File: src/rtl/spi_slave_responder.sv
// spi_slave_responder
//   SPI slave end of the link. sclk, ss and mosi are oversampled on clk
//   (clk must run at least 8x the sclk rate). Words of DATA_W bits are
//   received MSB-first on mosi. Words are returned on miso from a one-entry
//   transmit holding buffer. All four CPOL/CPHA modes are set by parameters.
//
//   Handshake (tx side): a word moves into the holding buffer on any clk where
//   tx_valid && tx_ready. tx_ready is high exactly while the buffer is empty.
//   The buffer is emptied when a word starts: either ss falls, or the last bit
//   of the previous word is sampled. rx_valid is a 1-clk strobe, with no back-pressure.
//
//   Optional feature: define SPI_SLAVE_RESPONDER_ERR_EN to add the tx_underrun
//   and frame_abort pulse outputs.
//
// Ports
//   clk, rst        system clock, synchronous active-high reset
//   sclk, ss, mosi  asynchronous SPI pins (ss active low)
//   miso, miso_oe   slave data out and its pad enable
//   tx_data/valid   word offered to the holding buffer; tx_ready = buffer empty
//   rx_data/valid   last complete received word, 1-clk strobe on update
//   busy            frame in progress (FSM in ACTIVE)
//   tx_underrun     (ERR_EN) a word started with the buffer empty
//   frame_abort     (ERR_EN) ss rose in the middle of a word
module spi_slave_responder #(
    parameter int                CLK_POLARITY = 0,
    parameter int                CLK_PHASE    = 0,
    parameter int                DATA_W       = 16,
    parameter logic [DATA_W-1:0] IDLE_TX      = '0
) (
    input  logic              clk,
    input  logic              rst,
    input  logic              sclk,
    input  logic              ss,
    input  logic              mosi,
    output logic              miso,
    output logic              miso_oe,
    input  logic [DATA_W-1:0] tx_data,
    input  logic              tx_valid,
    output logic              tx_ready,
    output logic [DATA_W-1:0] rx_data,
    output logic              rx_valid,
    output logic              busy
`ifdef SPI_SLAVE_RESPONDER_ERR_EN
    ,
    output logic              tx_underrun,
    output logic              frame_abort
`endif
);

    localparam int   CNT_W     = $clog2(DATA_W + 1);
    localparam logic SCLK_IDLE = (CLK_POLARITY != 0);

    typedef enum logic {ST_IDLE, ST_ACTIVE} state_e;

    // Synchronizers (two stages) plus one history stage for edge detect.
    logic sclk_s1_q, sclk_s2_q, sclk_h_q;
    logic ss_s1_q, ss_s2_q, ss_h_q;
    logic mosi_s1_q, mosi_s2_q;

    state_e             state_q;
    logic [CNT_W-1:0]   bit_cnt_q;
    logic [DATA_W-1:0]  tx_shift_q;
    logic [DATA_W-2:0]  rx_shift_q;
    logic [DATA_W-1:0]  rx_data_q;
    logic               rx_valid_q;
    logic [DATA_W-1:0]  buf_q, buf_d;
    logic               buf_full_q, buf_full_d;
`ifdef SPI_SLAVE_RESPONDER_ERR_EN
    logic               underrun_q, abort_q, underrun_pend_q;
`endif

    logic sclk_rise, sclk_fall, lead_edge, trail_edge, sample_edge, change_edge;
    logic ss_fall, ss_rise, last_bit, word_load, accept;
    logic [DATA_W-1:0] load_word, rx_word;

    always_ff @(posedge clk) begin
        if (rst) begin
            sclk_s1_q <= SCLK_IDLE;
            sclk_s2_q <= SCLK_IDLE;
            sclk_h_q  <= SCLK_IDLE;
            // ss stages clear to low so that a frame already running when reset
            // releases never looks like a falling edge; a real high->low is needed.
            ss_s1_q   <= 1'b0;
            ss_s2_q   <= 1'b0;
            ss_h_q    <= 1'b0;
            mosi_s1_q <= 1'b0;
            mosi_s2_q <= 1'b0;
        end else begin
            sclk_s1_q <= sclk;
            sclk_s2_q <= sclk_s1_q;
            sclk_h_q  <= sclk_s2_q;
            ss_s1_q   <= ss;
            ss_s2_q   <= ss_s1_q;
            ss_h_q    <= ss_s2_q;
            mosi_s1_q <= mosi;
            mosi_s2_q <= mosi_s1_q;
        end
    end

    always_comb begin
        sclk_rise   = sclk_s2_q & ~sclk_h_q;
        sclk_fall   = ~sclk_s2_q & sclk_h_q;
        lead_edge   = (CLK_POLARITY == 0) ? sclk_rise : sclk_fall;
        trail_edge  = (CLK_POLARITY == 0) ? sclk_fall : sclk_rise;
        sample_edge = (CLK_PHASE == 0) ? lead_edge : trail_edge;
        change_edge = (CLK_PHASE == 0) ? trail_edge : lead_edge;
        ss_fall     = ~ss_s2_q & ss_h_q;
        ss_rise     = ss_s2_q & ~ss_h_q;
        last_bit    = (bit_cnt_q == CNT_W'(DATA_W - 1));
        rx_word     = {rx_shift_q, mosi_s2_q};
        load_word   = buf_full_q ? buf_q : IDLE_TX;
        word_load   = ((state_q == ST_IDLE) && ss_fall) ||
                      ((state_q == ST_ACTIVE) && !ss_rise && sample_edge && last_bit);
        accept      = tx_valid && !buf_full_q;
    end

    // Holding buffer: a load empties it, and a same-clk accept keeps it full.
    always_comb begin
        buf_d      = buf_q;
        buf_full_d = buf_full_q;
        if (word_load && buf_full_q) begin
            buf_full_d = 1'b0;
        end
        if (accept) begin
            buf_d      = tx_data;
            buf_full_d = 1'b1;
        end
    end

    always_ff @(posedge clk) begin
        if (rst) begin
            buf_q      <= '0;
            buf_full_q <= 1'b0;
        end else begin
            buf_q      <= buf_d;
            buf_full_q <= buf_full_d;
        end
    end

    // Main FSM.
    // A change edge shifts only when bit_cnt != 0. Two cases follow from this:
    //   CPHA=1: the first leading edge of a word does not shift.
    //   CPHA=0: the trailing edge after a word's last sample does not shift,
    //           because the reload has already put the next MSB in place.
    always_ff @(posedge clk) begin
        if (rst) begin
            state_q         <= ST_IDLE;
            bit_cnt_q       <= '0;
            tx_shift_q      <= '0;
            rx_shift_q      <= '0;
            rx_data_q       <= '0;
            rx_valid_q      <= 1'b0;
`ifdef SPI_SLAVE_RESPONDER_ERR_EN
            underrun_q      <= 1'b0;
            abort_q         <= 1'b0;
            underrun_pend_q <= 1'b0;
`endif
        end else begin
            rx_valid_q <= 1'b0;
`ifdef SPI_SLAVE_RESPONDER_ERR_EN
            underrun_q <= 1'b0;
            abort_q    <= 1'b0;
`endif
            case (state_q)
                ST_IDLE: begin
                    if (ss_fall) begin
                        state_q    <= ST_ACTIVE;
                        bit_cnt_q  <= '0;
                        tx_shift_q <= load_word;
`ifdef SPI_SLAVE_RESPONDER_ERR_EN
                        underrun_q      <= !buf_full_q;
                        underrun_pend_q <= 1'b0;
`endif
                    end
                end
                ST_ACTIVE: begin
                    if (ss_rise) begin
                        state_q   <= ST_IDLE;
                        bit_cnt_q <= '0;
`ifdef SPI_SLAVE_RESPONDER_ERR_EN
                        abort_q         <= (bit_cnt_q != '0);
                        underrun_pend_q <= 1'b0;
`endif
                    end else begin
                        if (sample_edge) begin
                            rx_shift_q <= rx_word[DATA_W-2:0];
                            if (last_bit) begin
                                rx_data_q  <= rx_word;
                                rx_valid_q <= 1'b1;
                                bit_cnt_q  <= '0;
                                tx_shift_q <= load_word;
`ifdef SPI_SLAVE_RESPONDER_ERR_EN
                                // An empty reload is reported only when the next
                                // word really starts clocking.
                                underrun_pend_q <= !buf_full_q;
`endif
                            end else begin
                                bit_cnt_q <= bit_cnt_q + 1'b1;
                            end
                        end else if (change_edge && (bit_cnt_q != '0)) begin
                            tx_shift_q <= {tx_shift_q[DATA_W-2:0], 1'b0};
                        end
`ifdef SPI_SLAVE_RESPONDER_ERR_EN
                        if (underrun_pend_q && lead_edge) begin
                            underrun_q      <= 1'b1;
                            underrun_pend_q <= 1'b0;
                        end
`endif
                    end
                end
                default: state_q <= ST_IDLE;
            endcase
        end
    end

    assign busy     = (state_q == ST_ACTIVE);
    assign miso_oe  = busy;
    assign miso     = busy ? tx_shift_q[DATA_W-1] : 1'b0;
    assign tx_ready = !buf_full_q;
    assign rx_data  = rx_data_q;
    assign rx_valid = rx_valid_q;
`ifdef SPI_SLAVE_RESPONDER_ERR_EN
    assign tx_underrun = underrun_q;
    assign frame_abort = abort_q;
`endif

endmodule

File: config.mk
export PLATFORM = sky130hd
export DESIGN_NAME = spi_slave_responder
export DESIGN_NICKNAME = d
export VERILOG_FILES = /design/src/rtl/spi_slave_responder.sv
export SDC_FILE = /design/constraint.sdc
export NUM_CORES = 1
export LEC_CHECK = 0
export CAP_MARGIN = 15
export CORE_MARGIN = 5
export CORE_UTILIZATION = 45
export CTS_BUF_LIST = sky130_fd_sc_hd__clkbuf_2
export CTS_CLUSTER_SIZE = 30
export DETAILED_ROUTE_END_ITERATION = 12
export MAX_ROUTING_LAYER = met4
export PLACE_DENSITY = 0.7
export SYNTH_ARGS = -nofsm -noshare
export SYNTH_HDL_FRONTEND = slang
export SYNTH_SLANG_ARGS = --single-unit
File: constraint.sdc
create_clock -name clk -period 3.5 [get_ports clk]
set_clock_uncertainty 0.05 [all_clocks]
set_input_delay 0.7 -clock clk [delete_from_list [all_inputs] [get_ports clk]]
set_output_delay 0.7 -clock clk [all_outputs]
set_load 0.01 [all_outputs]
==> reports/results.tsv, run 1 <==
stage	metric	value	unit
run_status	status	finished clean	
power	P per Cell Area	454.9	mW/mm^2
synthesis	Seq/Total Area, Yosys	50.99	%
sta	Max Slew Vio Count	0	
drt	WL per Instance	12.12	um
critical_path	critical path depth	2	
cells_and_area	most frequent cells in the layout	nand2_1, dfxtp_1, a21oi_1, clkdlybuf4s50_1, nor2_1	
global_routing	vias in the first global route	2241	
sta	min setup slack post-route	774.1	ps
job	MaxCap Viol Count	0	
critical_path	critical path, cell by cell	inv_1 -> clkdlybuf4s50_1	
cells_and_area	layout cell share with drive strength beyond 1	9.476	%
critical_path	reg2reg setup slack	1280	ps
synthesis	post-synthesis area per instance	8.452	um^2
critical_path	critical path capture point type	output port	
global_routing	Total Routing Usage GR	14.61	%
clock_network	CTS Buf Count	9	
critical_path	Buf/Inv on CP	2	
clock_network	H-tree depth	3	
sta	Final Hold Vio Count	0	
clock_network	hold buffer count at cts	0	
critical_path	Worst EP arrival	1980	ps
placed_design	pre-CTS WS	1100	ps
critical_path	Max stage delay cell, worst path	dfxtp_1	
clock_network	TritonCTS clock tree	yes	
critical_path	Startpoint Class	flip-flop	
sta	Worst slew margin	35.58	%
clock_network	# clock sinks	79	
placed_design	IO Port Bufs	42	
clock_network	Clock Latency Late Sink	470	ps
drt	initial drt markers	194	
critical_path	worst path required time	2750	ps
sta	setup tns final	0	ps
placed_design	Placer Congestion	0.7802	
clock_network	post-CTS setup buffer count	0	
global_routing	total grt overflow	0	
cells_and_area	commonest non-fill, non-tap cell in the layout	nand2_1	
critical_path	critical path class	reg -> out	
sta	Final Cycle Share	77.88	%
clock_network	post-CTS resize count	0	
synthesis	Synth area leaders	dfxtp_1, nand2_1, a21oi_1	
synthesis	Cell Area, Synth	0.003102	mm^2
sta	fmax	366.9	MHz
clock_network	Max clock buf depth	2	
power	Leak	1.187	nW
synthesis	Synth area leader	dfxtp_1	
drt	final wirelength	5830	um
drt	Via density	5.146	
cells_and_area	antenna diode count	0	
drt	DRT antenna net count	0	
floorplan	die area	0.008653	mm^2
floorplan	I/O Pins	43	
cells_and_area	final net count	420	
global_routing	largest net degree at the start of global routing	80	
synthesis	post-synth cell types	29	
critical_path	Reg2Reg Depth	4	
critical_path	slowest stage delay, CP	770	ps
synthesis	Synth Register Bits	79	
sta	minimum clock period	2726	ps
sta	Final setup viols	0	
clock_network	Root Buffer	clkbuf_2	
synthesis	Syn Nets	391	
placed_design	dpl hpwl	3906	um
synthesis	top cell type's share of synthesized area	50.99	%
min_path	Worst Hold Class	reg -> reg	
clock_network	Worst-path clk slew	190	ps
min_path	Worst Hold Path Cells	1	
power	VDD IR max	0.0002026	V
critical_path	delay-heaviest family, CP	flip-flops	
sta	RSZ-0062 raised after global routing	false	
sta	Slew @ Worst Pin	964.3	ps
placed_design	Placed Instances	465	
cells_and_area	non-filler cells in the finished layout	481	
global_routing	antenna violations before repair	0	
cells_and_area	synthesis-to-finish area growth	18.11	%
critical_path	crit-path max FO	18	
drt	routed vias	2475	
global_routing	first-pass GRT wire length	9963	um
floorplan	Die X-Extent	93.02	um
floorplan	# rows	30	
synthesis	Synthesis Warnings	0	
floorplan	core area	0.006756	mm^2
floorplan	Die Ht	93.02	um
synthesis	Synth Instances	367	
drt	first drt pass iteration count	4	
drt	Residual DRC	0	
floorplan	Starting Density	45.91	%
==> kinds of logic (layout without fill, tap and decap cells) <==
| kind of cell | Yosys count | in the layout | synth area share, % |
|---|---|---|---|
| AOI/OAI and AO/OA | 74 | 74 | 17.55 |
| adders and majority gates | 2 | 2 | 0.8066 |
| DFF | 79 | 79 | 50.99 |
| and+or+nand+nor | 182 | 182 | 26.06 |
| buffers and inverters | 30 | 64 | 4.598 |
==> flip-flops by register name, summed over array words and instances, names as in the netlist, 5 cells and up <==
register and count:
rx_shift_q 15, tx_shift_q 16, bit_cnt_q 5, buf_q 16, rx_data 16
==> cells in the mapped netlist (all sizes together) <==
master	count
nand2	116
dfxtp	79
a21oi	55
nor2	20
clkbuf	18
nand3	18
a311oi	15
nor2b	9
buf	8
inv	4
nand2b	4
ha	2
nand4	2
nor3b	2
o21ai	2
or4	2
or4b	2
a31oi	1
a32oi	1
and2	1
and2b	1
and3	1
and4b	1
nand3b	1
nor3	1
or3	1
==> per-stage QoR <==
step	util, %	area (um^2)	total power, W	hold WS [ps]
final	54.22	3664	0.001667	409.0
after CTS	54.22	3664	0.001696	412.2
after global placement	51.87	3505	0.001079	368.4
after detailed placement	51.87	3505	0.001081	376.5
after global routing	54.22	3664	0.001746	423.2
after floorplan	-	3102	0.001042	363.8
==> area by class of cell <==
cell class,count,area [um^2]
Tap cell,80,100.1
Sequential cell,79,1582
Fill cell,646,3093
Inverter,4,15.01
Clock buffer,10,50.05
Clock inverter,6,108.9
Timing Repair Buffer,44,430.4
Multi-Input combinational cell,258,1378
==> per-layer routing <==
layer	track usage (%)	part of all wire [%]
met5	-	0
met4	5.128	0.46
met3	3.862	5.0
met2	23.22	46
met1	18.04	48
==> worst reg2reg max path, stage by stage, from the launching register on <==
cell and delay, ps:
dfxtp_1 590, nand3_1 540, nor3_4 660, or3_1 190
a21oi_1 60
==> path summary, 6_finish.rpt <==
kind,startpoint,endpoint
worst max-delay path,buf_full_q$_SDFFE_PP0P_,tx_ready
worst max register to register,busy$_SDFF_PP0_,buf_full_q$_SDFFE_PP0P_
worst min-delay path,sclk_s1_q$_SDFF_PP0_,sclk_s2_q$_SDFF_PP0_
worst min register to register,sclk_s1_q$_SDFF_PP0_,sclk_s2_q$_SDFF_PP0_
==> report_power, final <==
group | internal, W | total (W) | switching [W] | leakage [nW]
combinational | 0.0000530 | 0.000116 | 0.0000628 | 0.449
sequential | 0.000928 | 0.000947 | 0.0000189 | 0.642
clock | 0.000310 | 0.000604 | 0.000294 | 0.0959
total | 0.00129 | 0.00167 | 0.000375 | 1.19
Note: power is estimated with default switching activity, not from simulation.
==> inputs of run 2 (changes only) <==
--- a/config.mk
+++ b/config.mk
@@ -12,7 +12,7 @@
 export CTS_CLUSTER_SIZE = 30
 export DETAILED_ROUTE_END_ITERATION = 12
 export MAX_ROUTING_LAYER = met4
-export PLACE_DENSITY = 0.7
+export PLACE_DENSITY = 0.72
 export SYNTH_ARGS = -nofsm -noshare
 export SYNTH_HDL_FRONTEND = slang
 export SYNTH_SLANG_ARGS = --single-unit
==> constraint.sdc (replaced) <==
create_clock -name clk -period 2.2 [get_ports clk]
set_clock_uncertainty 0.05 [all_clocks]
set_input_delay 0.44 -clock clk [delete_from_list [all_inputs] [get_ports clk]]
set_output_delay 0.44 -clock clk [all_outputs]
set_load 0.01 [all_outputs]
==> run 2 against run 1 <==
  * Total power increased by 54%
  * Sequential share of layout area is 0.74 points lower
  * Clock power up 43%
  * Critical path type unchanged
==> reports/results.tsv, run 2 (synthesis gave the netlist of run 1 again) <==
stage	metric	value	unit
run_status	status	finished clean	
global_routing	total grt overflow	0	
sta	Final Cycle Share	94.40	%
critical_path	Reg2Reg Depth	7	
min_path	Hold Path Sink	rx_valid$_SDFF_PP0_	
sta	setup tns final	0	ps
floorplan	Starting Density	45.91	%
global_routing	largest net degree at the start of global routing	40	
drt	Via density	5.135	
clock_network	Clock Latency Late Sink	510	ps
critical_path	RR Startpoint	bit_cnt_q[0]$_SDFFE_PP0P_	
power	switching share of power	24.13	%
critical_path	critical path class	reg -> out	
drt	first drt pass iteration count	4	
power	P per Cell Area	687.5	mW/mm^2
placed_design	Placer Congestion	0.7976	
critical_path	Max stage delay cell, worst path	clkdlybuf4s50_1	
global_routing	antenna violations before repair	0	
cells_and_area	most frequent cells in the layout	nand2_1, dfxtp_1, a21oi_1, clkdlybuf4s50_1, nor2_1	
cells_and_area	commonest non-fill, non-tap cell in the layout	nand2_1	
power	clock network power share	33.7	%
clock_network	H-tree depth	3	
job	MaxCap Viol Count	0	
critical_path	slowest stage delay, CP	540	ps
clock_network	CTS Buf Count	9	
clock_network	Root Buffer	clkbuf_2	
placed_design	IO Port Bufs	42	
placed_design	Placed Instances	472	
drt	WL per Instance	11.96	um
clock_network	hold buffer count at cts	0	
sta	fmax	481.5	MHz
power	total power draw	0.002569	W
critical_path	critical path, cell by cell	and2_1 -> clkdlybuf4s50_1	
global_routing	Total Routing Usage GR	15.14	%
drt	initial drt markers	138	
clock_network	Max clock buf depth	2	
critical_path	reg2reg setup slack	250	ps
cells_and_area	fillers	632	
cells_and_area	final design utilization	55.30	%
placed_design	Placement Cell Area	0.003582	mm^2
placed_design	dpl hpwl	3900	um
cells_and_area	fin area	0.003736	mm^2
critical_path	Setup crit start	busy$_SDFF_PP0_	
sta	Slew @ Worst Pin	551.0	ps
critical_path	Worst EP arrival	1590	ps
sta	Max Slew Vio Count	0	
floorplan	core area	0.006756	mm^2
power	Leak	1.225	nW
power	share of power burned in registers	58.3	%
floorplan	I/O Pins	43	
drt	DRT antenna net count	0	
floorplan	Die Ht	93.02	um
floorplan	Die X-Extent	93.02	um
power	VDD IR max	0.0003255	V
drt	Residual DRC	0	
cells_and_area	antenna diode count	0	
drt	final wirelength	5862	um
clock_network	Worst-path clk slew	200	ps
critical_path	crit-path max FO	3	
min_path	Worst Hold Class	in -> reg	
sta	minimum clock period	2077	ps
floorplan	die area	0.008653	mm^2
min_path	hold wc startpoint	rst	
sta	Final setup viols	0	
sta	Final Hold Vio Count	0	
power	Combinational Power Share	8.0	%
clock_network	TritonCTS clock tree	yes	
cells_and_area	final net count	429	
global_routing	vias in the first global route	2322	
cells_and_area	synthesis-to-finish area growth	20.45	%
min_path	Worst Hold Path Cells	2	
sta	Worst slew margin	63.18	%
sta	RSZ-0062 raised after global routing	false	
critical_path	worst r2r dst	tx_shift_q[8]$_SDFFE_PP0P_	
critical_path	critical path capture point type	output port	
critical_path	Startpoint Class	flip-flop	
floorplan	# rows	30	
cells_and_area	non-filler cells in the finished layout	490	
power	Power Internal	0.001949	W
cells_and_area	layout cell share with drive strength beyond 1	11.46	%
global_routing	first-pass GRT wire length	10350	um
clock_network	# clock sinks	79	
drt	routed vias	2516	
critical_path	worst path required time	1710	ps
power	Net Sw Power	0.0006197	W
[run 2: cell count changes in the layout (fill, tap and decap cells not counted), sizes merged]
cell,before,now
bufinv,3,2
buf,3,12
clkinvlp,0,1
[run 2: how the worst max path moves through the flow]
stage | end | slack [ps]
floorplan | tx_shift_q[10]$_SDFFE_PP0P_ | 480
global placement | miso | 390
detailed placement | tx_shift_q[13]$_SDFFE_PP0P_ | 310
CTS | miso | 80
global route | miso | 30
finish | miso | 120
[run 2: layout make-up]
class                      count  area, um^2  share of cell area (%)
clock buffer                  10       50.05                   1.340
clock inverter                 6       85.08                   2.277
inverter                       4       15.01                  0.4019
multi-input combinational    258        1378                   36.87
sequential                    79        1585                   42.43
tap                           80       100.1                   2.679
timing repair buffer          53       523.0                   14.00
[run 2: layer usage]
layer | part of all wire [%] | track usage [%] | vias up
li1 | - | - | 1311
met1 | 47 | 19.09 | 1141
met2 | 47 | 23.34 | 54
met3 | 4.4 | 2.494 | 10
met4 | 1.7 | 8.181 | 0
met5 | 0 | - | -
[run 2: metrics by stage]
stage	hold WS [ps]	setup slack (ps)
after floorplan	363.8	476.1
after global placement	367.0	388.2
after detailed placement	370.4	313.6
after CTS	303.7	82.47
after global routing	310.2	27.86
final	340.5	123.3
[run 2: what timing repair did]
item / CTS / global route
setup buffers: 2 / 0
gates resized for setup: 2 / 0
endpoints found under the setup margin: 3 / 0
[run 2: power by group through the flow]
stage | sequential (W) | clock (W) | combinational [W]
finish | 0.00150 | 0.000865 | 0.000206
global route | 0.00151 | 0.000971 | 0.000229
CTS | 0.00150 | 0.000893 | 0.000208
detailed placement | 0.00153 | 0 | 0.000204
global placement | 0.00153 | 0 | 0.000200
floorplan | 0.00152 | 0 | 0.000138
[run 2: worst max-delay path, delay by kind of cell (launching register included)]
family	cells	cell delay, ps
buffers and inverters	1	540
AND/OR/NAND/NOR	1	160
flip-flops	1	400
